**src/rtl/id_ex_interlock.sv**
```systemverilog
// id_ex_interlock
//
// ID->EX pipeline register for the in-order MIPS core. Latches the decoded
// control bundle and operands, keeps a three-entry shadow scoreboard of the
// destinations held by EX, MEM and WB, stalls ID on a load-use dependence
// until the load reaches WB, and emits registered forwarding selects for
// ALU producers still in EX or MEM.
//
// Ports
//   clk, rst               clock, synchronous active-high reset
//   id_valid / id_ready    decoder handshake (id_ready is combinational)
//   id_rs/rt/rd            register fields
//   id_reg_a/b_valid       instruction reads rs / rt
//   id_mem_read            instruction is a load
//   id_reg_write(_tgt)     writes a register; one-hot target
//                          [0] rd [1] hi [2] lo [3] nop [4] rt [5] r31
//   id_aluop .. id_pc      remaining decoded bundle and operands
//   ex_ready               backend advances this cycle
//   ex_valid, ex_*         registered bundle, ex_dst = resolved GPR (0 = none)
//   ex_fwd_a/b             0 register file, 1 EX result, 2 MEM result
//   stall_cycles           number of interlock stall cycles (wraps)
module id_ex_interlock #(
  parameter int DW = 32
) (
  input  logic          clk,
  input  logic          rst,
  input  logic          id_valid,
  output logic          id_ready,
  input  logic [4:0]    id_rs,
  input  logic [4:0]    id_rt,
  input  logic [4:0]    id_rd,
  input  logic          id_reg_a_valid,
  input  logic          id_reg_b_valid,
  input  logic          id_mem_read,
  input  logic          id_reg_write,
  input  logic [5:0]    id_reg_write_tgt,
  input  logic [15:0]   id_aluop,
  input  logic [3:0]    id_alu_b_src,
  input  logic [4:0]    id_mem_wen_pick,
  input  logic [15:0]   id_reg_write_src,
  input  logic [DW-1:0] id_a,
  input  logic [DW-1:0] id_b,
  input  logic [DW-1:0] id_imm,
  input  logic [DW-1:0] id_pc,
  input  logic          ex_ready,
  output logic          ex_valid,
  output logic [4:0]    ex_rs,
  output logic [4:0]    ex_rt,
  output logic [4:0]    ex_rd,
  output logic          ex_reg_a_valid,
  output logic          ex_reg_b_valid,
  output logic          ex_mem_read,
  output logic          ex_reg_write,
  output logic [5:0]    ex_reg_write_tgt,
  output logic [15:0]   ex_aluop,
  output logic [3:0]    ex_alu_b_src,
  output logic [4:0]    ex_mem_wen_pick,
  output logic [15:0]   ex_reg_write_src,
  output logic [DW-1:0] ex_a,
  output logic [DW-1:0] ex_b,
  output logic [DW-1:0] ex_imm,
  output logic [DW-1:0] ex_pc,
  output logic [4:0]    ex_dst,
  output logic [1:0]    ex_fwd_a,
  output logic [1:0]    ex_fwd_b,
  output logic [31:0]   stall_cycles
);

  typedef struct packed {
    logic       vld;
    logic [4:0] dst;
    logic       ld;
  } slot_t;

  typedef struct packed {
    logic [4:0]    rs;
    logic [4:0]    rt;
    logic [4:0]    rd;
    logic          a_v;
    logic          b_v;
    logic          mem_read;
    logic          reg_write;
    logic [5:0]    tgt;
    logic [15:0]   aluop;
    logic [3:0]    alu_b_src;
    logic [4:0]    mem_wen_pick;
    logic [15:0]   reg_write_src;
    logic [DW-1:0] a;
    logic [DW-1:0] b;
    logic [DW-1:0] imm;
    logic [DW-1:0] pc;
    logic [4:0]    dst;
    logic [1:0]    fwd_a;
    logic [1:0]    fwd_b;
  } bundle_t;

  // Returns {writes_gpr, dst}. Writes to $0 are discarded by the register
  // file, so they are treated as no write at all.
  function automatic logic [5:0] resolve_dst(input logic       wr,
                                             input logic [5:0] tgt,
                                             input logic [4:0] rd,
                                             input logic [4:0] rt);
    logic [4:0] d;
    d = 5'd0;
    if (tgt[0])      d = rd;
    else if (tgt[4]) d = rt;
    else if (tgt[5]) d = 5'd31;
    return (wr && d != 5'd0) ? {1'b1, d} : 6'd0;
  endfunction

  // Verdict of one slot for one source: {hit, hazard, sel}. A load only
  // stalls while it is still in flight (EX or MEM); in WB its value is
  // already visible through the write-through register file.
  function automatic logic [3:0] slot_verdict(input slot_t      s,
                                              input logic [4:0] src,
                                              input logic       in_flight,
                                              input logic [1:0] sel);
    logic hit;
    logic haz;
    hit = s.vld && (s.dst == src);
    haz = s.ld && in_flight;
    return {hit, haz, haz ? 2'd0 : sel};
  endfunction

  // Returns {hazard, sel}. Slots are applied oldest first so the youngest
  // matching producer decides, which lets an ALU result in EX mask an older
  // load of the same register in MEM.
  function automatic logic [2:0] src_lookup(input logic       rv,
                                            input logic [4:0] src,
                                            input slot_t      s_ex,
                                            input slot_t      s_mem,
                                            input slot_t      s_wb);
    logic [2:0] r;
    logic [3:0] v;
    r = 3'b000;
    if (rv && src != 5'd0) begin
      v = slot_verdict(s_wb, src, 1'b0, 2'd0);
      if (v[3]) r = v[2:0];
      v = slot_verdict(s_mem, src, 1'b1, 2'd2);
      if (v[3]) r = v[2:0];
      v = slot_verdict(s_ex, src, 1'b1, 2'd1);
      if (v[3]) r = v[2:0];
    end
    return r;
  endfunction

  slot_t      sb_ex_p1;
  slot_t      sb_mem_p2;
  slot_t      sb_wb_p3;
  bundle_t    id_bundle_p0;
  bundle_t    ex_bundle_p1;
  logic [2:0] look_a_p0;
  logic [2:0] look_b_p0;
  logic [5:0] dst_p0;
  logic       hazard_p0;
  logic       issue_p0;

  // ---- ID stage: dependence check against the pre-shift scoreboard ----
  assign dst_p0    = resolve_dst(id_reg_write, id_reg_write_tgt, id_rd, id_rt);
  assign look_a_p0 = src_lookup(id_reg_a_valid, id_rs, sb_ex_p1, sb_mem_p2, sb_wb_p3);
  assign look_b_p0 = src_lookup(id_reg_b_valid, id_rt, sb_ex_p1, sb_mem_p2, sb_wb_p3);
  assign hazard_p0 = look_a_p0[2] | look_b_p0[2];
  assign id_ready  = ex_ready & ~hazard_p0 & ~rst;
  assign issue_p0  = id_valid & id_ready;

  always_comb begin
    id_bundle_p0               = '0;
    id_bundle_p0.rs            = id_rs;
    id_bundle_p0.rt            = id_rt;
    id_bundle_p0.rd            = id_rd;
    id_bundle_p0.a_v           = id_reg_a_valid;
    id_bundle_p0.b_v           = id_reg_b_valid;
    id_bundle_p0.mem_read      = id_mem_read;
    id_bundle_p0.reg_write     = id_reg_write;
    id_bundle_p0.tgt           = id_reg_write_tgt;
    id_bundle_p0.aluop         = id_aluop;
    id_bundle_p0.alu_b_src     = id_alu_b_src;
    id_bundle_p0.mem_wen_pick  = id_mem_wen_pick;
    id_bundle_p0.reg_write_src = id_reg_write_src;
    id_bundle_p0.a             = id_a;
    id_bundle_p0.b             = id_b;
    id_bundle_p0.imm           = id_imm;
    id_bundle_p0.pc            = id_pc;
    id_bundle_p0.dst           = dst_p0[4:0];
    id_bundle_p0.fwd_a         = look_a_p0[1:0];
    id_bundle_p0.fwd_b         = look_b_p0[1:0];
  end

  // ---- ID -> EX register and EX/MEM/WB scoreboard shift ----
  always_ff @(posedge clk) begin
    if (rst) begin
      ex_valid     <= 1'b0;
      ex_bundle_p1 <= '0;
      sb_ex_p1     <= '0;
      sb_mem_p2    <= '0;
      sb_wb_p3     <= '0;
      stall_cycles <= 32'd0;
    end else if (ex_ready) begin
      sb_wb_p3  <= sb_mem_p2;
      sb_mem_p2 <= sb_ex_p1;
      if (issue_p0) begin
        ex_valid     <= 1'b1;
        ex_bundle_p1 <= id_bundle_p0;
        sb_ex_p1     <= '{vld: dst_p0[5], dst: dst_p0[4:0], ld: id_mem_read};
      end else begin
        ex_valid     <= 1'b0;
        ex_bundle_p1 <= '0;
        sb_ex_p1     <= '0;
      end
      if (id_valid && hazard_p0) stall_cycles <= stall_cycles + 32'd1;
    end
  end

  assign ex_rs            = ex_bundle_p1.rs;
  assign ex_rt            = ex_bundle_p1.rt;
  assign ex_rd            = ex_bundle_p1.rd;
  assign ex_reg_a_valid   = ex_bundle_p1.a_v;
  assign ex_reg_b_valid   = ex_bundle_p1.b_v;
  assign ex_mem_read      = ex_bundle_p1.mem_read;
  assign ex_reg_write     = ex_bundle_p1.reg_write;
  assign ex_reg_write_tgt = ex_bundle_p1.tgt;
  assign ex_aluop         = ex_bundle_p1.aluop;
  assign ex_alu_b_src     = ex_bundle_p1.alu_b_src;
  assign ex_mem_wen_pick  = ex_bundle_p1.mem_wen_pick;
  assign ex_reg_write_src = ex_bundle_p1.reg_write_src;
  assign ex_a             = ex_bundle_p1.a;
  assign ex_b             = ex_bundle_p1.b;
  assign ex_imm           = ex_bundle_p1.imm;
  assign ex_pc            = ex_bundle_p1.pc;
  assign ex_dst           = ex_bundle_p1.dst;
  assign ex_fwd_a         = ex_bundle_p1.fwd_a;
  assign ex_fwd_b         = ex_bundle_p1.fwd_b;

endmodule

```
**config.mk**
```make
export PLATFORM = sky130hd
export DESIGN_NAME = id_ex_interlock
export DESIGN_NICKNAME = d
export VERILOG_FILES = /design/src/rtl/id_ex_interlock.sv
export SDC_FILE = /design/constraint.sdc
export NUM_CORES = 1
export LEC_CHECK = 0
export ABC_AREA = 0
export CAP_MARGIN = 20
export CELL_PAD_IN_SITES_DETAIL_PLACEMENT = 1
export CELL_PAD_IN_SITES_GLOBAL_PLACEMENT = 1
export CORE_MARGIN = 2
export CORE_UTILIZATION = 33
export DETAILED_ROUTE_END_ITERATION = 8
export PLACE_DENSITY = 0.86
export SKIP_CTS_REPAIR_TIMING = 1
export SKIP_LAST_GASP = 1
export SLEW_MARGIN = 20
export SYNTH_ARGS = -nofsm -noshare
export SYNTH_HDL_FRONTEND = slang
export SYNTH_SLANG_ARGS = --single-unit
```
**constraint.sdc**
```tcl
create_clock -name clk -period 5.9 [get_ports clk]
set_clock_uncertainty 0.1 [all_clocks]
set_input_delay 0.885 -clock clk [delete_from_list [all_inputs] [get_ports clk]]
set_output_delay 0.885 -clock clk [all_outputs]
set_load 0.05 [all_outputs]
```
Word-level counts from Yosys, hierarchy flattened
Cells that the tools add are included.

storage, ports and cells
  output and inout bits = 237
  logic and storage cells = 65
  register bits after elaboration = 250
  bits of input ports = 198

operators by class
  bitwise gates (word level) = 6
  reduce and logical (&&, ||, !) cells = 12
  multiplexer cells = 15
  eq/ne operators = 4
  $add $sub $neg = 1

operators by type and width
  kind                                            count
  2-to-1 mux 203 bit                              1
  adder 32 x 1 -> 32 bit (second input constant)  1
  equality test 5 bit                             4
  2-to-1 mux 3 bit                                6
  2-to-1 mux 5 bit                                3
  nonzero test 5 bit                              3
  logical AND 1 bit                               8
  2-to-1 mux 7 bit                                1
  2-to-1 mux 6 bit                                1
  bitwise AND 1 bit                               3
  2-to-1 mux 1 bit                                2
  2-to-1 mux 2 bit                                1
  inverter 1 bit                                  2
  AND reduction 2 bit                             1
  OR 1 bit                                        1

Logic depth before layout (Yosys ltp)
  depth after elaboration = 11
  mapped depth = 10
  mapped depth without buffers = 6

Worst setup path after synthesis
OpenSTA, ideal clock, no wires.

  path type = input to output
  from = input id_rs[1]
  to = output id_ready
  cell stages on the path = 6
  path slack = 2.334 ns
  required time = 4.915 ns
  arrival = 2.581 ns
  buffers on the path = 2
  path through = or4_1 > o21ai_1 > a221o_2 > buf_6 > buf_4 > and3_1

between the ends
  longest elaborated chain between the ends = 9
  elaborated cells between the ends (all ways) = 13
  those cells by class = 2 x eq/ne; 3 x mux; 4 x bitwise; 4 x reduce/logical

RTL lines
  element                             line  RTL
  start, declared                     29    input logic [4:0] id_rs,
  equality test 5 bit                 120   hit = s.vld && (s.dst == src);
  logical AND 1 bit                   120
  2-to-1 mux 3 bit                    140   if (v[3]) r = v[2:0];
  2-to-1 mux 3 bit                    142   if (v[3]) r = v[2:0];
  2-to-1 mux 3 bit (*)                136   if (rv && src != 5'd0) begin
  OR 1 bit (*)                        162   assign hazard_p0 = look_a_p0[2] | look_b_p0[2];
  inverter 1 bit (*)                  163   assign id_ready = ex_ready & ~hazard_p0 & ~rst;
  bitwise AND 1 bit (*) (2 in a row)  163
  end, declared                       28    output logic id_ready,

Every way passes the cells marked *; elsewhere a longest branch is shown, timed or not.

Worst setup path after layout
  from = input id_rt[1]
  to = output id_ready

between the ends
  longest elaborated chain between the ends = 9
  elaborated cells between the ends (all ways) = 13
  those cells by class = 2 x eq/ne; 3 x mux; 4 x bitwise; 4 x reduce/logical

RTL lines
  element                             line  RTL
  start, declared                     30    input logic [4:0] id_rt,
  equality test 5 bit                 120
  logical AND 1 bit                   120
  2-to-1 mux 3 bit                    140
  2-to-1 mux 3 bit                    142
  2-to-1 mux 3 bit (*)                136
  OR 1 bit (*)                        162
  inverter 1 bit (*)                  163
  bitwise AND 1 bit (*) (2 in a row)  163

Marks and branches as above.

==> impl_metrics.ini <==
[run_status]
status = complete, no violations

[setup_path]
worst_path_most_repeated_cell = clkdlybuf4s50_1
startpoint = id_rt[1]
crit_path_end = id_ready
rr_startpoint = sb_ex_p1[3]$_SDFFE_PP0P_
r2r_slack_ns = 2.84
worst-endpoint-arrival_ns = 3.38
cp-start-kind = input pin
path_buf_inv = 2
crit_slowest_cell = clkdlybuf4s50_1
cp.depth = 6
cp.required_ns = 4.91
slowest_delay_ns = 0.86
worstPathCellList = clkdlybuf4s50_1 -> or4_1 -> o21ai_1 -> a221o_1 -> and3_1 -> clkdlybuf4s50_1
r2r_end = ex_a[10]$_SDFFE_PP0P_
worstRegToRegCells = 8
crit_type = input pin to output port
crit_fanout = 5
cp-end-kind = output port
cp_top_family = buffers and inverters

[logic_synthesis]
synth_nets = 981
seq_area_frac_synth_pct = 54.6
async_flop_share_pct = 0
synth_cell_types = 43
syn_area_sq_um = 8950
syn_avg_cell_area_sq_um = 11.4
yosys_warnings = 0
yosysTopAreaCellShare_pct = 54.6
synthTopCellsByArea = dfxtp_1 (55%), a22o_1 (19%), mux2_2 (3.4%)
synth_area_leader_cell = dfxtp_1
synth_edf_count = 0
synth_seq_cells = 244
synthCells = 782
synthFlopType = dfxtp_1

[timing]
final_max_slew_viol_count = 0
tightestPinTransition_ns = 0.772
final-setup-viol-count = 0
rsz0062_at_grt = false
fin_tns_setup_ns = 0
period_needed_ns = 4.36
period_share_pct = 74.0
relSlewSlack_pct = 48.4
hold_viol = 0
fmax_ghz = 0.229
fin_ws_ns = 1.54

[routing]
ant_nets = 0
post_drt_wl_per_cell_microns = 22.3
vias = 8064
drt-initial-drc-count = 450
drc = 0
vias_per_cell = 5.23
first_pass_iters = 4
wl_microns = 34400

[finish]
nNetsFinal = 1381
layout-drive-gt1-share_pct = 7.00
final_common_cell = clkdlybuf4s50_1
diodes = 0
area_delta_synth_final_pct = 59.1
post-route-util_pct = 53.2
final_cell_mix = clkdlybuf4s50_1 (433), dfxtp_1 (244), a22o_1 (194)

[clocking]
tritoncts = done
cts_max_level = 1
worstSkewPairLatency_ns = 0.52
clkSinkCount = 244
clockRootBuffer = clkbuf_16
path_clk_slew_ns = 0.06
cts_buffers = 27
clk_path_buf_depth = 3

[global_route]
overflow = 0
antenna_found_initial = 1
grt_max_degree = 109
grt_pass1_vias = 8384
grt_pass1_wl_microns = 51100
grt_use_met2_pct = 42.6
grt-busiest-layer = met2
grt_use_met1_pct = 25.2
track_usage_pct = 22.8
gr-usage-met3_pct = 6.45

[floorplanning]
io-pin-count = 435
fp.coreArea_sq_um = 26800
rows = 60
die_w_microns = 169
die_y_microns = 169
die_area_sq_um = 28500
initial_core_util_pct = 33.4

[placed_design]
routabilityCongestion = 0.784
dp_hpwl_microns = 24400
io_buffers = 434
place_worst_setup_slack_ns = 1.52

[pwr]
combPwrFrac_pct = 14.4
cellLeakagePower_nw = 5.39
p_clk_share_pct = 42.8
p_int_mw = 3.01
power_density_nw_per_um2 = 284
power_frac_seq_pct = 42.9
ir_worst_vdd_mv = 0.181
switching_share_pct = 25.7
switchingPower_mw = 1.04

[hold_path]
hold_class = register to register
whs_path_depth = 1

[job]
drv_cap = 0
==> final cells by class <==
class | count | area [sq um]
Fill cell | 2804 | 12600
Sequential cell | 244 | 4880
Timing Repair Buffer | 442 | 4420
Multi-Input combinational cell | 464 | 3590
Clock buffer | 41 | 798
Tap cell | 341 | 427
Clock inverter | 6 | 108
Inverter | 3 | 11.3
==> registers in the layout, indices dropped and copies added (netlist names), 6 cells and up <==
| signal | count |
|---|---|
| ex_a | 32 |
| ex_reg_write_src | 16 |
| ex_pc | 32 |
| sb_mem_p2 | 7 |
| ex_b | 32 |
| stall_cycles | 32 |
| ex_aluop | 16 |
| ex_reg_write_tgt | 6 |
| sb_ex_p1 | 7 |
| ex_imm | 32 |
==> worst reg2reg max path: cells and delay by family (launching register included) <==
family	cells	cell delay (ns)
simple gates	3	1.00
xor+xnor	1	0.11
buf+inv	2	0.86
flops	1	0.46
compound gates	2	0.48
==> per-stage QoR <==
stage | hold WS (ns) | cell area [sq um] | std cells | total power, mW
floorplan | 0.398 | 8950 | 782 | 2.07
global route | 0.390 | 14200 | 1541 | 4.19
CTS | 0.376 | 14200 | 1541 | 4.10
global placement | 0.353 | 13300 | 1494 | 2.34
finish | 0.372 | 14200 | 1541 | 4.05
detailed placement | 0.361 | 13300 | 1494 | 2.35
==> synth_stat cells (4+ instances only) <==
cell type / count
a21oi_1: 19
a211oi_1: 8
a22o_1: 194
buf_4: 7
nand4_1: 18
mux2_2: 27
buf_6: 23
and2_1: 4
xnor2_1: 4
nor3_1: 5
mux2i_1: 8
clkbuf_1: 34
mux2_1: 4
nand2_1: 19
and3_1: 5
dfxtp_1: 244
nor2b_1: 32
o21ai_0: 5
xor2_1: 16
nor2_1: 47
nand3_1: 10
buf_2: 6
a32o_1: 8
==> per-layer routing <==
layer / up-vias / part of all wire, %
met5: - / 0.029
met4: 2 / 2.5
met3: 56 / 7.6
met2: 307 / 52
met1: 3973 / 38
li1: 3726 / -
==> worst min-delay path by stage <==
stage	from	to	slack, ns
final	ex_fwd_a[1]$_SDFFE_PP0P_	ex_fwd_a[1]$_SDFFE_PP0P_	0.37
after detailed placement	ex_fwd_a[1]$_SDFFE_PP0P_	ex_fwd_a[1]$_SDFFE_PP0P_	0.36
after global routing	ex_rd[3]$_SDFFE_PP0P_	ex_rd[3]$_SDFFE_PP0P_	0.39
after floorplan	sb_ex_p1[6]$_SDFFE_PP0P_	sb_ex_p1[6]$_SDFFE_PP0P_	0.40
after global placement	ex_fwd_a[1]$_SDFFE_PP0P_	ex_fwd_a[1]$_SDFFE_PP0P_	0.35
after CTS	ex_fwd_a[1]$_SDFFE_PP0P_	ex_fwd_a[1]$_SDFFE_PP0P_	0.38
==> kinds of logic (layout without fill, tap and decap cells) <==
group                      Yosys count  in the layout  synth area share, %
adders and majority gates            1              1                0.140
muxes                               39             39                 4.79
AOI/OAI and AO/OA                  250            250                 24.1
buffers and inverters               74            492                 5.41
xor gates and xnor gates            20             20                 1.96
DFF                                244            244                 54.6
and+or+nand+nor                    154            154                 9.00
==> power by group through the flow <==
stage | clock network, mW | registers [mW] | logic (mW)
global placement | 0 | 1.77 | 0.567
detailed placement | 0 | 1.77 | 0.579
global route | 1.84 | 1.74 | 0.606
finish | 1.73 | 1.74 | 0.581
floorplan | 0 | 1.95 | 0.122
CTS | 1.77 | 1.74 | 0.585
Power figures use the tool's default switching activity.
